File: config.mk
export PLATFORM = sky130hd
export DESIGN_NAME = alu_issue_stage
export DESIGN_NICKNAME = d
export VERILOG_FILES = /design/src/rtl/alu_pkg.sv /design/src/rtl/alu_regfile.sv /design/src/rtl/alu_issue_stage.sv
export SDC_FILE = /design/constraint.sdc
export NUM_CORES = 1
export LEC_CHECK = 0
export CORE_MARGIN = 2
export CORE_UTILIZATION = 45
export CTS_BUF_LIST = sky130_fd_sc_hd__clkbuf_8
export CTS_CLUSTER_SIZE = 8
export DETAILED_ROUTE_END_ITERATION = 10
export HOLD_SLACK_MARGIN = 0.02
export MAX_ROUTING_LAYER = met4
export PLACE_DENSITY = 0.77
export SYNTH_ARGS = -nofsm -noshare
export SYNTH_HDL_FRONTEND = slang
export SYNTH_SLANG_ARGS = --single-unit
export TNS_END_PERCENT = 50
File: constraint.sdc
create_clock -name clk -period 2.6 [get_ports clk]
set_input_delay 0.52 -clock clk [delete_from_list [all_inputs] [get_ports clk]]
set_output_delay 0.52 -clock clk [all_outputs]
set_load 0.02 [all_outputs]
File: src/rtl/alu_pkg.sv
// alu_pkg: opcode width, legal opcode limit and issue-stage state encoding shared with the ALU
package alu_pkg;
  localparam int OPC_W = 4;
  localparam logic [OPC_W-1:0] MAX_OP = 4'd8;
  localparam logic [1:0] IDLE = 2'd0;
  localparam logic [1:0] EXEC = 2'd1;
  localparam logic [1:0] WB = 2'd2;
endpackage

File: src/rtl/alu_regfile.sv
// alu_regfile: NREG x N register file, two async read ports, one write port (writeback wins over load)
module alu_regfile #(
  parameter int N = 32,
  parameter int NREG = 8,
  parameter int AW = $clog2(NREG)
) (
  input  logic          clk,
  input  logic          rst_n,
  input  logic          wb_we,
  input  logic [AW-1:0] wb_addr,
  input  logic [N-1:0]  wb_wdata,
  input  logic          ld_we,
  input  logic [AW-1:0] ld_addr,
  input  logic [N-1:0]  ld_wdata,
  input  logic [AW-1:0] ra,
  input  logic [AW-1:0] rb,
  output logic [N-1:0]  rdata_a,
  output logic [N-1:0]  rdata_b
);
  logic [NREG-1:0][N-1:0] rf;
  assign rdata_a = rf[ra];
  assign rdata_b = rf[rb];
  always_ff @(posedge clk or negedge rst_n)
    if (!rst_n) rf <= '0;
    else if (wb_we) rf[wb_addr] <= wb_wdata;
    else if (ld_we) rf[ld_addr] <= ld_wdata;
endmodule

File: src/rtl/alu_issue_stage.sv
// alu_issue_stage: issues one instruction per 3 cycles to the ALU and writes its result back
module alu_issue_stage
  import alu_pkg::*;
#(
  parameter int N = 32,
  parameter int NREG = 8,
  parameter int AW = $clog2(NREG)
) (
  input  logic             clk,
  input  logic             rst_n,
  input  logic             instr_valid,
  output logic             instr_ready,
  input  logic [OPC_W-1:0] instr_opcode,
  input  logic [AW-1:0]    instr_rd,
  input  logic [AW-1:0]    instr_rs1,
  input  logic [AW-1:0]    instr_rs2,
  input  logic             ld_valid,
  output logic             ld_ready,
  input  logic [AW-1:0]    ld_addr,
  input  logic [N-1:0]     ld_data,
  output logic [OPC_W-1:0] alu_opcode,
  output logic [N-1:0]     alu_op_a,
  output logic [N-1:0]     alu_op_b,
  input  logic [N-1:0]     alu_result,
  output logic             wb_valid,
  output logic [AW-1:0]    wb_rd,
  output logic [N-1:0]     wb_data,
  output logic             err_illegal
);
  logic [1:0] state;
  logic [AW-1:0] rd_q;
  logic [N-1:0] rdata_a, rdata_b;
  logic accept, legal;
  assign instr_ready = rst_n && state == IDLE;
  assign ld_ready = rst_n && state != WB;
  assign accept = instr_valid && instr_ready;
  assign legal = instr_opcode <= MAX_OP;
  alu_regfile #(.N(N), .NREG(NREG), .AW(AW)) u_rf (
    .clk(clk),
    .rst_n(rst_n),
    .wb_we(state == WB),
    .wb_addr(rd_q),
    .wb_wdata(alu_result),
    .ld_we(ld_valid && ld_ready),
    .ld_addr(ld_addr),
    .ld_wdata(ld_data),
    .ra(instr_rs1),
    .rb(instr_rs2),
    .rdata_a(rdata_a),
    .rdata_b(rdata_b)
  );
  always_ff @(posedge clk or negedge rst_n)
    if (!rst_n) begin
      state <= IDLE;
      rd_q <= '0;
      alu_opcode <= '0;
      alu_op_a <= '0;
      alu_op_b <= '0;
      wb_valid <= 1'b0;
      wb_rd <= '0;
      wb_data <= '0;
      err_illegal <= 1'b0;
    end else begin
      state <= state == IDLE ? (accept && legal ? EXEC : IDLE) : (state == EXEC ? WB : IDLE);
      err_illegal <= accept && !legal;
      wb_valid <= state == WB;
      if (state == WB) begin
        wb_rd <= rd_q;
        wb_data <= alu_result;
      end
      // operands are sampled before any same-cycle load lands
      if (accept && legal) begin
        rd_q <= instr_rd;
        alu_opcode <= instr_opcode;
        alu_op_a <= rdata_a;
        alu_op_b <= rdata_b;
      end
    end
endmodule

# == Yosys cells after proc, flatten, opt, wreduce, memory -nomap -nowiden ==
# Index checks and enable logic that the tools add are counted.
# word_totals
reg_bits,366
inputBits,84
out_inout_bits,107
elab_cells,53
# op_classes
order_cmp,7
eq_ne,3
muxes,15
n_reduce_logical,11
# op_table
op,count
256-bit bitwise mux,2
256-bit two-way mux,2
32-bit binary-select mux with 3-bit select,2
32-bit demux with 3-bit select,2
32-bit two-way mux,4
"3-bit by 4-bit less-than comparator with 1-bit output, second input constant",4
1-bit logical AND,8
"3-bit by 1-bit greater-or-equal comparator with 1-bit output, second input constant",2
"4-bit <= comparator, second input constant",1
2-bit two-way mux,2
"2-bit by 1-bit equality test with 1-bit output, second input constant",1
"2-bit equality test, second input constant",1
2-bit zero test,1
"2-bit inequality test, second input constant",1
2-bit nonzero test,1
1-bit zero test,1
1-bit two-way mux,1

# == Depth between registers and ports, before layout ==
# logic_depth
word_depth,7
mapped_depth,7
depth_no_buf,5

# == Modules after synthesis ==
# A second synthesis with hierarchy kept.
# hier_totals
hier_cells,1388
area_unflattened_um2,19501.2
# by_module_without_submodules
module,instances,cells_per_inst,area_each_um2
alu_regfile,1,1148,15333.5
alu_issue_stage,1,240,4167.7

# == Worst setup path after synthesis ==
# Ideal clock, no wire load.
# synth_path
path_type,input to register
from,input ld_addr[2]
to,register u_rf.rf[129] in the netlist's numbering
arrival_ns,1.889
setup_slack_ns,0.586
path_stages,6
path_buffers,3
path_cell_list,buf_2 -> or3b_1 -> clkbuf_2 -> o22ai_4 -> buf_12 -> mux2_4
# synth_via
elab_chain_cells,7
# synth_rtl
item,line,rtl
from (decl),alu_issue_stage.sv:19,"input logic [AW-1:0] ld_addr,"
3-bit by 4-bit less-than comparator with 1-bit output (implied by the code) / 3-bit by 1-bit greater-or-equal comparator with 1-bit output (equally long branches),alu_regfile.sv:26,else if (ld_we) rf[ld_addr] <= ld_wdata;
1-bit logical AND (implied by the code),alu_regfile.sv:26,
32-bit two-way mux (implied by the code),alu_regfile.sv:26,
32-bit demux with 3-bit select *,-,
256-bit bitwise mux *,alu_regfile.sv:26,
256-bit two-way mux *,alu_regfile.sv:26,
256-bit two-way mux *,alu_regfile.sv:25,else if (wb_we) rf[wb_addr] <= wb_wdata;
"to (signal, indexed assignment)",alu_regfile.sv:25,
"to (signal, indexed assignment)",alu_regfile.sv:26,
to (decl),alu_regfile.sv:20,logic [NREG-1:0][N-1:0] rf;
# Every way passes the cells marked *; elsewhere a longest branch is shown, timed or not. The select of a mux whose other input is x is not followed.
# A chain may end at the register's enable or synchronous reset.

# == Worst setup path in the final report ==
# layout_path
from,input rst_n
to,output ld_ready
# layout_via
elab_chain_cells,1
# layout_rtl
item,line,rtl
from (decl),alu_issue_stage.sv:10,"input logic rst_n,"
1-bit logical AND,alu_issue_stage.sv:35,assign ld_ready = rst_n && state != WB;
to (decl),alu_issue_stage.sv:18,"output logic ld_ready,"
# No other way between the ends.

==> key figures <==
Placed design
  – Post-DP HPWL: 36000 um
  – I/O Buffers: 190
  – GPL Wtd Cong: 0.834

Routing
  – Post-route ant nets: 0
  – Via density per instance: 6.38
  – Vias: 14800
  – Initial drt markers: 1408
  – WL final: 59100 um
  – Routed wire per std cell: 25.4 um
  – 1st-pass router iterations: 7
  – DR DRC count: 0

Layout
  – Nets: 1786
  – Area growth, synth to finish: 19.7%
  – Final core occ: 54.4%
  – Share of cells above drive strength 1: 31.6%

Logic synthesis
  – Cell Area, Synth: 0.0195 mm^2
  – Post-Syn Nets: 1615
  – EDFF count, synth: 0
  – Synth area leaders: dfrtp_1 47%, mux4_2 15%, mux2_2 12%
  – Yosys top cell area share: 47.0%
  – #FFs+latches synth: 366
  – Synth warn: 0
  – Syn Inst Count: 1531
  – Post-synth top flop: dfrtp_1
  – Fraction of registers with async set/reset: 100%
  – Yosys top cell by area: dfrtp_1
  – Mean post-synth cell area: 12.7 um^2
  – Seq/Total Area, Yosys: 47.0%
  – Yosys cell types: 32

Critical path
  – Critical Path AT: 1.99 ns
  – Crit path launch type: primary input
  – Crit-path cells: dlygate4sd3_1 > buf_8 > and2_1 > clkdlybuf4s50_1
  – Slowest stage delay, CP: 0.59 ns
  – Critical Path RT: 2.08 ns
  – Slowest stage cell, crit path: clkdlybuf4s50_1
  – Element type at the critical path end: output pin
  – Crit Path Max Fanout: 10
  – Critical path class: primary input to output pin

STA
  – Final hold vios: 0
  – Fmax: 0.398 GHz
  – Final worst path period share: 96.6%
  – Worst-margin pin slew: 0.851 ns
  – RSZ-0062 raised after global routing: no
  – Final number of setup-violating endpoints: 0
  – Slew Limit Fails: 0
  – Slew margin rel.: 43.3%
  – Period minus WS final: 2.51 ns
  – Worst Skew: 0.0259 ns
  – Setup TNS: 0 ns

Clocking
  – Max Root-Sink Buffers: 3
  – Sink Count: 366
  – TritonCTS clock tree: built
  – Worst-path clk slew: 0.06 ns
  – Root Buffer: clkbuf_8
  – Worst-Skew Late Latency: 0.66 ns
  – Total CTS buffers: 60
  – H-tree depth: 2

Die
  – Initial core utilization: 45.4%
  – Die Y: 212 um
  – Std cell rows: 76
  – Core area: 0.0429 mm^2
  – I/O Pins: 191
  – Die extent in x: 212 um
  – Die Footprint: 0.0450 mm^2

Pwr
  – P_leak: 10.2 nW
  – Seq pwr share: 44.7%
  – Sw Share: 30.5%
  – Internal power: 10.7 mW
  – Clock network power share: 32.1%
  – VDD IR max: 389 uV
  – Sw Pwr: 4.71 mW
  – Comb pwr share: 23.2%
  – Power per Cell Area: 662 mW/mm^2

Global route
  – GRT overflow: 0
  – Total track usage: 27.3%
  – Vias in the first global route: 15600
  – Antenna violations before repair: 3
  – First-pass GRT wire length: 90800 um
  – Largest net degree at the start of global routing: 154

Run status
  – Outcome: completed

Hold path
  – Worst Hold Class: primary input to async pin

Job
  – MaxCap Viol Count: 0
[worst max-delay path: cells and delay by family]
kind / cells / cell delay [ns]
buffers and inverters: 3 / 1.31
AND/OR/NAND/NOR: 1 / 0.13
[worst paths after layout]
path	end	from	slack, ns	cells past startpoint
setup / recovery	ld_ready	rst_n	0.09	4
hold / removal	wb_rd[0]$_DFFE_PN0P_	rst_n	0.26	2
setup reg to reg	u_rf.rf[70]$_DFFE_PN0P_	rd_q[1]$_DFFE_PN0P_	0.35	4
hold reg to reg	wb_data[12]$_DFFE_PN0P_	wb_data[12]$_DFFE_PN0P_	0.47	2
max in group asynchronous	wb_data[12]$_DFFE_PN0P_	rst_n	1.09	4
min in group clk	rd_q[2]$_DFFE_PN0P_	instr_rd[2]	0.42	3
[metrics by stage]
stage                     worst slack, ns  hold slack (ns)  area, um^2  cells  total power, mW
after floorplan                     0.586            0.224       19500   1531             8.97
after global placement             0.0668            0.340       22200   2223             10.4
after detailed placement           0.0221            0.339       22200   2223             10.5
after CTS                          0.0842            0.213       23300   2321             15.5
after global routing               0.0365            0.252       23300   2324             16.0
final                              0.0895            0.259       23300   2325             15.4
[kinds of logic after synthesis]
| family | Yosys count | share of synthesized area, % |
|---|---|---|
| AOI/OAI and AO/OA | 330 | 10.6 |
| DFF | 366 | 47.0 |
| muxes | 451 | 33.6 |
| and+or+nand+nor | 237 | 4.96 |
| buffers and inverters | 147 | 3.85 |
[state kept, by name, summed over array words and instances (netlist names)]
name / count
u_rf.rf: 256
alu_op_a: 32
alu_op_b: 32
wb_data: 32
alu_opcode: 4
rd_q: 3
wb_rd: 3
state: 2
err_illegal: 1
wb_valid: 1
[timing repair]
item | in CTS | in global routing
setup endpoints to repair | 2 | 0
buffers inserted | 1 | 0
hold buffers | 1 | 0
hold endpoints to repair | 7 | 0
gates resized for setup | 1 | 0
[synthesized netlist by cell type, types with 2 or more instances]
cell type  count
buf_1          4
buf_12         3
buf_2         38
buf_4         11
buf_6          8
clkbuf_1      80
dfrtp_1      366
mux2_1        13
mux2_2       216
mux2_4        30
mux2i_1       64
mux4_2       128
nand2_1      214
nand3_1        3
nand3b_1       6
nor2_1         4
o21ai_0       64
o22ai_1      256
o22ai_2        5
o22ai_4        3
or3_1          2
or3b_1         3
[cell usage in the layout (no fill, tap or decap), types with 13 or more instances in the layout]
cell / netlist / final
inv_1: 1 / 15
mux2_4: 30 / 30
mux2i_1: 64 / 64
dfrtp_1: 366 / 366
clkdlybuf4s50_1: 0 / 182
buf_4: 11 / 45
mux2_2: 216 / 216
o21ai_0: 64 / 64
clkbuf_8: 0 / 78
mux4_2: 128 / 128
mux2_1: 13 / 13
o22ai_1: 256 / 256
nand2_1: 214 / 211
buf_12: 3 / 20
[power by group through the flow]
| stage | sequential (mW) | combinational, mW | clock (mW) |
|---|---|---|---|
| 2_1_floorplan | 7.18 | 1.79 | 0 |
| 3_3_place_gp | 6.93 | 3.50 | 0 |
| 3_5_place_dp | 6.98 | 3.57 | 0 |
| 4_1_cts | 6.89 | 3.58 | 5.04 |
| 5_1_grt | 6.98 | 3.81 | 5.25 |
| 6_report | 6.90 | 3.59 | 4.95 |
[layer usage]
metal	wire length [um]	part of all wire [%]	up-vias	track usage, %
met1	23200	39	7570	34.2
li1	-	-	6236	-
met4	2750	4.7	0	13.6
met5	0	0	-	-
met2	28500	48	823	42.9
met3	4640	7.8	200	5.13
[cell type report]
class / count / area [um^2]
diodes: 4 / 10.0
clock buffers: 78 / 1070
clock inverters: 18 / 72.6
fillers: 3526 / 19600
inverters: 2 / 7.51
multi-input cells: 1018 / 9660
flip-flops and latches: 366 / 9160
well taps: 585 / 732
repair buffers: 254 / 2610
(Power assumes the default switching activity.)
